`src/rtl/gpio_pkg.sv`:
```
// Shared register map for the GPIO port family (PIN/DDR/PORT plus pin-change registers).
package gpio_pkg;

    localparam int GPIO_ADDR_W = 3;

    typedef logic [GPIO_ADDR_W-1:0] gpio_addr_t;

    localparam gpio_addr_t GPIO_ADDR_PIN   = 3'd0;
    localparam gpio_addr_t GPIO_ADDR_DDR   = 3'd1;
    localparam gpio_addr_t GPIO_ADDR_PORT  = 3'd2;
    localparam gpio_addr_t GPIO_ADDR_PCMSK = 3'd3;
    localparam gpio_addr_t GPIO_ADDR_PCIF  = 3'd4;

endpackage

```
`src/rtl/gpio_sync.sv`:
```
// WIDTH x STAGES flop chain bringing asynchronous pin levels into the clock domain.
module gpio_sync #(
    parameter int WIDTH  = 8,
    parameter int STAGES = 2
) (
    input  logic             clock,
    input  logic             reset,
    input  logic [WIDTH-1:0] pin_in,
    output logic [WIDTH-1:0] pin_sync
);

    logic [WIDTH-1:0] r_stage [STAGES];

    always_ff @(posedge clock or posedge reset) begin
        if (reset) begin
            for (int i = 0; i < STAGES; i++) begin
                r_stage[i] <= '0;
            end
        end else begin
            r_stage[0] <= pin_in;
            for (int i = 1; i < STAGES; i++) begin
                r_stage[i] <= r_stage[i-1];
            end
        end
    end

    assign pin_sync = r_stage[STAGES-1];

endmodule

```
`src/rtl/gpio_port.sv`:
```
// AVR-style GPIO port: PORT/DDR/PIN registers, PIN-write toggle, synchronised inputs.
// Pin-change flags (PCMSK/PCIF/irq) are built only when GPIO_PORT_PCINT_EN is defined.
module gpio_port
    import gpio_pkg::*;
#(
    parameter int WIDTH       = 8,
    parameter int SYNC_STAGES = 2
) (
    input  logic                   clock,
    input  logic                   reset,
    input  logic [GPIO_ADDR_W-1:0] addr,
    input  logic                   wr_en,
    input  logic [WIDTH-1:0]       wr_data,
    input  logic                   rd_en,
    output logic [WIDTH-1:0]       rd_data,
    input  logic [WIDTH-1:0]       pin_in,
    output logic [WIDTH-1:0]       pin_out,
    output logic [WIDTH-1:0]       pin_oe,
    output logic                   irq
);

    logic [WIDTH-1:0] r_ddr;
    logic [WIDTH-1:0] r_port;
    logic [WIDTH-1:0] r_rd_data;
    logic [WIDTH-1:0] w_pin_sync;
    logic [WIDTH-1:0] w_rd_mux;

    gpio_sync #(
        .WIDTH  (WIDTH),
        .STAGES (SYNC_STAGES)
    ) u_sync (
        .clock    (clock),
        .reset    (reset),
        .pin_in   (pin_in),
        .pin_sync (w_pin_sync)
    );

    // A write to PIN toggles PORT rather than touching the (read-only) input value.
    always_ff @(posedge clock or posedge reset) begin
        if (reset) begin
            r_ddr  <= '0;
            r_port <= '0;
        end else if (wr_en) begin
            case (addr)
                GPIO_ADDR_PIN:  r_port <= r_port ^ wr_data;
                GPIO_ADDR_DDR:  r_ddr  <= wr_data;
                GPIO_ADDR_PORT: r_port <= wr_data;
                default: ;
            endcase
        end
    end

`ifdef GPIO_PORT_PCINT_EN
    logic [WIDTH-1:0] r_pcmsk;
    logic [WIDTH-1:0] r_pcif;
    logic [WIDTH-1:0] r_prev;
    logic [WIDTH-1:0] w_set;
    logic [WIDTH-1:0] w_clr;

    assign w_set = (w_pin_sync ^ r_prev) & r_pcmsk;
    assign w_clr = (wr_en && (addr == GPIO_ADDR_PCIF)) ? wr_data : '0;

    // Clear is applied before set so a fresh edge beats a coincident W1C.
    always_ff @(posedge clock or posedge reset) begin
        if (reset) begin
            r_pcmsk <= '0;
            r_pcif  <= '0;
            r_prev  <= '0;
        end else begin
            r_prev <= w_pin_sync;
            r_pcif <= (r_pcif & ~w_clr) | w_set;
            if (wr_en && (addr == GPIO_ADDR_PCMSK)) begin
                r_pcmsk <= wr_data;
            end
        end
    end

    assign irq = |r_pcif;
`else
    assign irq = 1'b0;
`endif

    always_comb begin
        w_rd_mux = '0;
        case (addr)
            GPIO_ADDR_PIN:   w_rd_mux = w_pin_sync;
            GPIO_ADDR_DDR:   w_rd_mux = r_ddr;
            GPIO_ADDR_PORT:  w_rd_mux = r_port;
`ifdef GPIO_PORT_PCINT_EN
            GPIO_ADDR_PCMSK: w_rd_mux = r_pcmsk;
            GPIO_ADDR_PCIF:  w_rd_mux = r_pcif;
`endif
            default:         w_rd_mux = '0;
        endcase
    end

    always_ff @(posedge clock or posedge reset) begin
        if (reset) begin
            r_rd_data <= '0;
        end else if (rd_en) begin
            r_rd_data <= w_rd_mux;
        end
    end

    assign rd_data = r_rd_data;
    assign pin_out = r_port;
    assign pin_oe  = r_ddr;

endmodule

```
`config.mk`:
```
export PLATFORM = sky130hd
export DESIGN_NAME = gpio_port
export DESIGN_NICKNAME = d
export VERILOG_FILES = /design/src/rtl/gpio_pkg.sv /design/src/rtl/gpio_sync.sv /design/src/rtl/gpio_port.sv
export SDC_FILE = /design/constraint.sdc
export NUM_CORES = 1
export LEC_CHECK = 0
export ABC_CLOCK_PERIOD_IN_PS = 3900
export CORE_MARGIN = 3
export CORE_UTILIZATION = 50
export DETAILED_ROUTE_END_ITERATION = 7
export PLACE_DENSITY_LB_ADDON = 0.05
export RECOVER_POWER = 50
export SLEW_MARGIN = 25
export SYNTH_ARGS = -nofsm -noshare
export SYNTH_HDL_FRONTEND = slang
export SYNTH_SLANG_ARGS = --single-unit
```
`constraint.sdc`:
```
create_clock -name clock -period 3.9 [get_ports clock]
set_input_delay 0.975 -clock clock [delete_from_list [all_inputs] [get_ports clock]]
set_output_delay 0.975 -clock clock [all_outputs]
set_load 0.01 [all_outputs]
```
==> impl_metrics.csv, run 1 <==
group,metric,value,unit
sta,hold_ws,0.358,ns
clock_network,cts_hold_buffers,0,
sta,hold_violations,0,
sta,rsz0062_at_grt,"no",
clock_network,post_cts_resized,0,
routing,route.detailed.drc,0,
critical_path,critPathCaptureType,"async pin",
critical_path,required,4.22,ns
global_routing,grt_overflow,0,
clock_network,cts_setup_buffers,0,
sta,fin_skew,0.00546,ns
synth,syn_area_per_cell,12.3,sq um
clock_network,path_clk_slew,0.10,ns
sta,final_max_slew_viol_count,0,
synth,synth_nets,157,
synth,synth_edf_count,0,
sta,worst_slack,1.33,ns
die,fp.coreArea,3100,sq um
synth,synth_top_area_cell,"dfrtp_1",
finish,fillers,243,
routing,vias,1202,
placement,portBuffers,46,
synth,yosys.area.top_type_share,0.609,
synth,synth_area_leaders,"dfrtp_1, mux2_2, a21oi_1, a311oi_1, o32ai_1",
global_routing,antenna_found_initial,0,
sta,setup_violations,0,
critical_path,cp_max_fo,21,
sta,period_minus_slack,2.57,ns
clock_network,cts.path.max_buffers,2,
synth,ys.flop_type,"dfrtp_1",
placement,place_hpwl,2430,um
global_routing,grt_pass1_vias,1189,
routing,wl_per_cell,14.9,um
synth,ys_async_sr_fraction,1.00,
routing,drtAntennaViolNets,0,
die,rows,20,
routing,viasPerCell,5.32,
synth,yosysSeqAreaShare,0.609,
job,max-cap-violations,0,
critical_path,crit_type,"in2async",
critical_path,arrival,2.89,ns
finish,diodes,0,
critical_path,start_kind,"primary input",
finish,layout-drive-gt1-share,0.115,
power,p_per_area,462,nW/um^2
clock_network,cts_tree,"yes",
synth,syn_inst,134,
synth,yosysWarnings,0,
sta,slew_headroom,0.320,
placement,place.gp.congestion,0.798,
min_path,hold_class,"reg2reg",
routing,drt_iter0_drc,54,
finish,area_delta_synth_final,35.3,%
die,pin_count,48,
sta,tns,0,ns
global_routing,grt_max_degree,22,
status,status,"finished clean",
die,die_h,63.3,um
sta,post-route-period-util,0.660,
routing,wl,3360,um
clock_network,numCtsBuffers,5,
clock_network,cts-htree-levels,2,
synth,ys_seq_elements,40,
routing,dr.pass1.iters,4,
sta,worst-slew-pin-transition,1.02,ns
clock_network,insertion_delay,0.33,ns
global_routing,grtUsageTotal,0.192,
global_routing,grt_pass1_wl,5980,um
power,p_leak,0.922,nW
die,die_area,4010,sq um
die,die_x,63.3,um
synth,synth.cell_area,1640,sq um
die,initial_utilization,0.530,
sta,fmax,389,MHz
placement,dp_slack,0.999,ns
finish,utilization,0.717,
synth,post_synth_num_cell_types,28,
power,ir_drop,0.235,mV
clock_network,cts.sinks,40,
finish,nets,205,
clock_network,cts-root-buf,"clkbuf_4",
-- metrics by stage --
stage | cells | power (mW) | area (sq um)
3_3_place_gp | 219 | 0.716 | 2130
6_report | 226 | 1.03 | 2220
4_1_cts | 226 | 1.04 | 2230
3_5_place_dp | 219 | 0.720 | 2130
2_1_floorplan | 134 | 0.594 | 1640
5_1_grt | 226 | 1.08 | 2220
-- Yosys cell counts, drive strengths merged (3+ instances only) --
master and number:
o21ai 4, o32ai 4, a311oi 4, a21boi 4, buf 5, nand3 6
nand2b 4, a21oi 12, and2 4, inv 8, dfrtp 40, a211oi 4
nor3b 3, nand3b 3, nor2 5, mux2 12, nand2 5
-- worst paths after layout --
| path | from | endpoint | slack, ns | depth (start not counted) |
|---|---|---|---|---|
| setup / recovery | reset | u_sync.pin_sync[0]$_DFF_PP0_ | 1.33 | 3 |
| hold / removal | u_sync.r_stage[9]$_DFF_PP0_ | u_sync.pin_sync[1]$_DFF_PP0_ | 0.36 | 0 |
| setup reg to reg | pin_oe[1]$_DFFE_PP0P_ | rd_data[1]$_DFFE_PP0P_ | 2.82 | 3 |
| hold reg to reg | u_sync.r_stage[9]$_DFF_PP0_ | u_sync.pin_sync[1]$_DFF_PP0_ | 0.36 | 0 |
| max in group clock | addr[0] | pin_oe[4]$_DFFE_PP0P_ | 1.38 | 4 |
| min in group asynchronous | reset | pin_oe[5]$_DFFE_PP0P_ | 1.20 | 2 |
-- cell families (layout without fill, tap and decap cells) --
family	after synthesis	after routing	synth area share
mux	13	13	0.0883
other cells	1	1	0.00228
simple gates	33	33	0.127
buf+inv	14	62	0.0403
flops	40	40	0.609
compound gates	33	33	0.133
-- cell usage in the layout (no fill, tap or decap), types with 2 or more instances in the layout --
master,instances
dfrtp_1,40
clkdlybuf4s50_1,37
a21oi_1,12
mux2_2,11
dlygate4sd3_1,9
inv_1,8
nand3_1,6
nand2_1,5
nor2_1,5
clkbuf_4,5
and2_1,4
a211oi_1,4
a21boi_0,4
nand2b_1,4
o32ai_1,4
a311oi_1,4
nand3b_1,3
o21ai_0,3
nor3b_2,2
bufinv_16,2
-- flip-flops by register name, summed over array words and instances, names as in the netlist --
name             cells
pin_oe               8
u_sync.pin_sync      8
pin_out              8
u_sync.r_stage       8
rd_data              8
-- where the power goes --
part	leakage [nW]	switching (mW)	internal (mW)
clock	0.0513	0.122	0.196
combinational	0.382	0.0859	0.125
sequential	0.488	0.0366	0.462
-- area by class of cell --
| class | count | area, sq um | share of cell area |
|---|---|---|---|
| clock buffers | 5 | 37.5 | 0.0169 |
| clock inverters | 2 | 60.1 | 0.0270 |
| inverters | 8 | 30.0 | 0.0135 |
| multi-input cells | 80 | 577 | 0.259 |
| flip-flops and latches | 40 | 1000 | 0.450 |
| well taps | 44 | 55.1 | 0.0247 |
| repair buffers | 47 | 464 | 0.209 |
-- worst max-delay path, cell delays in order --
cell	delay, ns
dlygate4sd3_1	0.53
inv_1	0.56
clkbuf_1	0.83
-- per-layer routing --
metal  part of all wire  global-route usage  up-vias  routed length [um]
li1                   -                   -      573                   -
met1               0.45               0.266      581                1500
met2               0.48               0.300       43                1620
met3              0.063              0.0499        5                 212
met4             0.0080              0.0485        0                  27
met5                  0                   0        -                   0
No activity file was read; power rests on OpenSTA's default activity.
==> run 2, diff against run 1 <==
--- a/config.mk
+++ b/config.mk
@@ -5,9 +5,9 @@
 export SDC_FILE = /design/constraint.sdc
 export NUM_CORES = 1
 export LEC_CHECK = 0
-export ABC_CLOCK_PERIOD_IN_PS = 3900
+export ABC_CLOCK_PERIOD_IN_PS = 2350
 export CORE_MARGIN = 3
-export CORE_UTILIZATION = 50
+export CORE_UTILIZATION = 42
 export DETAILED_ROUTE_END_ITERATION = 7
 export PLACE_DENSITY_LB_ADDON = 0.05
 export RECOVER_POWER = 50
==> constraint.sdc (replaced) <==
create_clock -name clock -period 2.35 [get_ports clock]
set_input_delay 0.5875 -clock clock [delete_from_list [all_inputs] [get_ports clock]]
set_output_delay 0.5875 -clock clock [all_outputs]
set_load 0.01 [all_outputs]
==> run 2 against run 1 <==
Effect of this change:
- flip-flop and latch count did not move
- sequential share of layout area fell by 0.87 points
- design area is 2.0% higher
- wire length increased by 9.8%
- first-iteration DRC count grew 30%
- largest power group unchanged
- global-route usage decreased by 1.4 points
- clock power rose by 44%
- clock skew is 0.0016 ns higher
- final cell count increased by 4.9%
- critical endpoint is now pin_out[0]
- sequential power grew 66%
- register-to-register slack got worse by 1.5 ns
- non-clock buffer count rose by 6
==> impl_metrics.csv, run 2 (same netlist as run 1, synthesis figures left out) <==
group,metric,value,unit
status,status,"finished clean",
sta,worst-slew-pin-transition,0.971,ns
clock_network,path_clk_slew,0.07,ns
critical_path,crit_type,"reg2out",
die,die_h,68.6,um
global_routing,grtUsageTotal,0.177,
global_routing,grt_pass1_wl,5980,um
finish,layout_commonest_cell,"dfrtp_1",
finish,nets,211,
critical_path,crit_chain,"clkdlybuf4s50_1",
critical_path,critPathCaptureType,"output pin",
sta,fmax,540,MHz
global_routing,grt_pass1_vias,1259,
routing,drtAntennaViolNets,0,
critical_path,arrival,1.26,ns
finish,multi_input_area,577,sq um
critical_path,crit_buf_inv,1,
sta,final_max_slew_viol_count,0,
clock_network,cts-root-buf,"clkbuf_8",
finish,diodes,0,
sta,slew_headroom,0.353,
clock_network,cts_setup_buffers,0,
power,p_leak,0.949,nW
critical_path,cp_max_fo,5,
finish,area_delta_synth_final,38.0,%
sta,hold_violations,0,
routing,wl_per_cell,15.6,um
finish,fillers,325,
placement,portBuffers,46,
sta,tns,0,ns
die,die_x,68.6,um
clock_network,cts_hold_buffers,0,
clock_network,cts.path.max_buffers,2,
clock_network,cts-htree-levels,2,
placement,place.gp.congestion,0.788,
critical_path,slowest_stage,"clkdlybuf4s50_1",
die,fp.coreArea,3720,sq um
routing,route.detailed.drc,0,
finish,layout_common_cells,"dfrtp_1, clkdlybuf4s50_1, a21oi_1, mux2_2, dlygate4sd3_1",
clock_network,cts.sinks,40,
routing,viasPerCell,5.24,
critical_path,path_delay_family,"buffers and inverters",
critical_path,start_kind,"register",
critical_path,required,1.76,ns
clock_network,cts_tree,"yes",
die,pin_count,48,
job,max-cap-violations,0,
sta,rsz0062_at_grt,"no",
power,ir_drop,0.414,mV
routing,drt_iter0_drc,70,
sta,period_minus_slack,1.85,ns
routing,wl,3690,um
die,initial_utilization,0.442,
placement,dp_slack,0.206,ns
clock_network,insertion_delay,0.29,ns
min_path,hold_class,"reg2reg",
global_routing,grt_max_degree,41,
finish,layout-drive-gt1-share,0.143,
power,p_per_area,725,nW/um^2
global_routing,antenna_found_initial,0,
critical_path,cpPeakStageDelay,0.56,ns
die,rows,22,
finish,final-seq-area,1000,sq um
die,die_area,4700,sq um
sta,post-route-period-util,0.788,
routing,vias,1242,
routing,dr.pass1.iters,4,
clock_network,post_cts_resized,0,
placement,place_hpwl,2660,um
sta,fin_skew,0.00703,ns
sta,worst_slack,0.498,ns
sta,setup_violations,0,
clock_network,numCtsBuffers,5,
global_routing,grt_overflow,0,
-- run 2: cell count changes in the layout (fill, tap and decap cells not counted), sizes merged --
cell,before,now
buf,0,6
clkbuf,6,9
bufinv,2,0
-- run 2: cell type report --
class | instances | area share
Multi-Input combinational cell | 80 | 0.254
Tap cell | 48 | 0.0265
Sequential cell | 40 | 0.441
Timing Repair Buffer | 53 | 0.225
Inverter | 8 | 0.0132
Clock buffer | 8 | 0.0397
-- run 2: per-layer routing --
| layer | routed length (um) | track usage | up-vias | part of all wire |
|---|---|---|---|---|
| li1 | - | - | 583 | - |
| met1 | 1620 | 0.230 | 613 | 0.44 |
| met2 | 1800 | 0.279 | 40 | 0.49 |
| met5 | 0 | 0 | - | 0 |
| met3 | 229 | 0.0502 | 6 | 0.062 |
| met4 | 41 | 0.0720 | 0 | 0.011 |
-- run 2: metrics by stage --
| stage | hold slack (ns) | total power [mW] | instance area, sq um | std cells | util |
|---|---|---|---|---|---|
| 2_1_floorplan | 0.331 | 0.986 | 1640 | 134 | - |
| 3_3_place_gp | 0.333 | 1.20 | 2180 | 229 | 0.587 |
| 3_5_place_dp | 0.336 | 1.21 | 2180 | 229 | 0.587 |
| 4_1_cts | 0.351 | 1.67 | 2270 | 237 | 0.611 |
| 5_1_grt | 0.361 | 1.74 | 2270 | 237 | 0.610 |
| 6_report | 0.346 | 1.65 | 2270 | 237 | 0.610 |
-- run 2: path summary, 6_finish.rpt --
check | start | end | slack (ns) | cells after the start
setup reg to reg | pin_oe[2]$_DFFE_PP0P_ | rd_data[2]$_DFFE_PP0P_ | 1.32 | 3
setup / recovery | pin_out[0]$_DFFE_PP0P_ | pin_out[0] | 0.50 | 1
hold / removal | u_sync.r_stage[9]$_DFF_PP0_ | u_sync.pin_sync[1]$_DFF_PP0_ | 0.35 | 0
min in group asynchronous | reset | u_sync.r_stage[13]$_DFF_PP0_ | 1.04 | 3
hold reg to reg | u_sync.r_stage[9]$_DFF_PP0_ | u_sync.pin_sync[1]$_DFF_PP0_ | 0.35 | 0
max in group asynchronous | reset | pin_oe[7]$_DFFE_PP0P_ | 0.72 | 3
-- run 2: power by group --
part,total [mW],switching [mW],internal [mW]
Clock,0.457,0.217,0.239
Combinational,0.360,0.147,0.213
Sequential,0.829,0.0616,0.767
==> run 3, diff against run 2 <==
--- a/config.mk
+++ b/config.mk
@@ -5,7 +5,7 @@
 export SDC_FILE = /design/constraint.sdc
 export NUM_CORES = 1
 export LEC_CHECK = 0
-export ABC_CLOCK_PERIOD_IN_PS = 2350
+export ABC_CLOCK_PERIOD_IN_PS = 1500
 export CORE_MARGIN = 3
 export CORE_UTILIZATION = 42
 export DETAILED_ROUTE_END_ITERATION = 7
==> constraint.sdc (replaced) <==
create_clock -name clock -period 1.5 [get_ports clock]
set_input_delay 0.375 -clock clock [delete_from_list [all_inputs] [get_ports clock]]
set_output_delay 0.375 -clock clock [all_outputs]
set_load 0.01 [all_outputs]
==> run 3 against run 2 <==
Effect of this change:
- power up 67%
- flip-flop and latch count unchanged
- wire length increased by 1.1%
- clock skew fell by 0.0045 ns
- largest cell class unchanged
- combinational power grew 54%
- non-clock buffer count grew 13
- design area is 5.5% higher
==> impl_metrics.csv, run 3 (same netlist as run 1, synthesis figures left out) <==
group,metric,value,unit
placement,place.gp.congestion,0.737,
power,power_switching,0.710,mW
die,die_x,68.6,um
critical_path,cpPeakStageDelay,0.42,ns
sta,rsz0062_at_grt,"no",
power,ir_drop,0.604,mV
routing,wl_per_cell,14.9,um
sta,hold_ws,0.351,ns
finish,diodes,0,
die,pin_count,48,
clock_network,insertion_delay,0.29,ns
critical_path,crit_chain,"dlygate4sd2_1",
finish,nets,224,
routing,vias,1300,
finish,utilization,0.644,
clock_network,cts.sinks,40,
clock_network,cts_tree,"yes",
global_routing,antenna_found_initial,0,
min_path,holdPathStages,0,
finish,fin_cells,250,
critical_path,rr_worst_depth,3,
global_routing,grt_pass1_wl,6040,um
clock_network,path_clk_slew,0.08,ns
sta,hold_violations,0,
power,p_leak,1.14,nW
finish,layout-drive-gt1-share,0.213,
power,p_clk_frac,0.335,
routing,drt_iter0_drc,58,
routing,wl,3730,um
sta,fin_skew,0.00254,ns
sta,setup_violations,0,
critical_path,arrival,1.01,ns
finish,layout_common_cells,"dfrtp_1, dlygate4sd2_1, buf_4, a21oi_1, mux2_2",
clock_network,cts_hold_buffers,0,
sta,final_max_slew_viol_count,0,
sta,period_minus_slack,1.39,ns
placement,dp.cells,236,
placement,portBuffers,46,
critical_path,crit_type,"reg2out",
critical_path,setup.worst_path.start,"pin_out[5]$_DFFE_PP0P_",
routing,viasPerCell,5.20,
critical_path,slowest_stage,"dfrtp_1",
critical_path,start_kind,"register",
sta,post-route-period-util,0.926,
routing,dr.pass1.iters,4,
routing,drtAntennaViolNets,0,
power,pwr-share-seq,0.464,
critical_path,timing.rr.start,"pin_oe[0]$_DFFE_PP0P_",
die,fp.coreArea,3720,sq um
global_routing,grtUsageTotal,0.178,
sta,fmax,720,MHz
clock_network,cts-root-buf,"clkbuf_8",
critical_path,required,1.12,ns
placement,post_dp_cell_area,2250,sq um
sta,slew_headroom,0.423,
power,p_comb_frac,0.201,
sta,worst-slew-pin-transition,0.865,ns
clock_network,cts-htree-levels,2,
critical_path,cp_num_cells,1,
critical_path,path_delay_family,"flip-flops",
finish,stdcell_area,2390,sq um
finish,layout_commonest_cell,"dfrtp_1",
placement,dp_slack,-0.317,ns
power,p_per_area,1150,nW/um^2
critical_path,critPathCaptureType,"output pin",
die,initial_utilization,0.442,
sta,tns,0,ns
power,fin_total_pwr,2.75,mW
global_routing,grt_pass1_vias,1252,
global_routing,grt_max_degree,41,
critical_path,cp_max_fo,4,
placement,place_hpwl,2720,um
global_routing,grt_overflow,0,
sta,worst_slack,0.112,ns
die,die_area,4700,sq um
die,die_h,68.6,um
die,rows,22,
finish,fillers,322,
critical_path,crit_buf_inv,1,
job,max-cap-violations,0,
power,switching_share,0.258,
clock_network,cts.path.max_buffers,2,
finish,area_delta_synth_final,45.6,%
power,internal-power,2.04,mW
finish,multi_input_area,586,sq um
min_path,holdCritStartpoint,"u_sync.r_stage[13]$_DFF_PP0_",
status,status,"finished clean",
clock_network,numCtsBuffers,5,
routing,route.detailed.drc,0,
finish,final-seq-area,1000,sq um
min_path,hold_class,"reg2reg",
==> run 3: per-layer routing <==
layer / track usage / part of all wire
met1: 0.228 / 0.43
met2: 0.286 / 0.50
met3: 0.0454 / 0.066
met4: 0.0744 / 0.0046
met5: 0 / 0
==> run 3: area by class of cell <==
cell class | count | share of cell area
sequential | 40 | 0.418
timing repair buffer | 66 | 0.249
multi-input combinational | 80 | 0.245
clock buffer | 6 | 0.0345
tap | 48 | 0.0251
clock inverter | 2 | 0.0162
inverter | 8 | 0.0125
==> run 3: worst paths after layout <==
path	endpoint	slack [ns]
hold reg to reg	u_sync.pin_sync[5]$_DFF_PP0_	0.35
max in group asynchronous	pin_out[2]$_DFFE_PP0P_	0.32
min in group asynchronous	u_sync.pin_sync[7]$_DFF_PP0_	0.64
setup reg to reg	rd_data[0]$_DFFE_PP0P_	0.47
setup / recovery	pin_out[5]	0.11
hold / removal	u_sync.pin_sync[5]$_DFF_PP0_	0.35
==> run 3: power groups by stage <==
stage | clock network (mW) | logic [mW] | registers (mW)
CTS | 0.949 | 0.570 | 1.28
finish | 0.921 | 0.553 | 1.28
floorplan | 0 | 0.201 | 1.34
global route | 1.01 | 0.612 | 1.30
global placement | 0 | 0.580 | 1.32
detailed placement | 0 | 0.591 | 1.32
==> run 3: what timing repair did <==
item	4_1_cts	5_1_grt
gates cloned	0	0
setup buffers	6	0
endpoints found under the hold margin	0	0
resized for setup	26	6
setup endpoints to repair	29	24
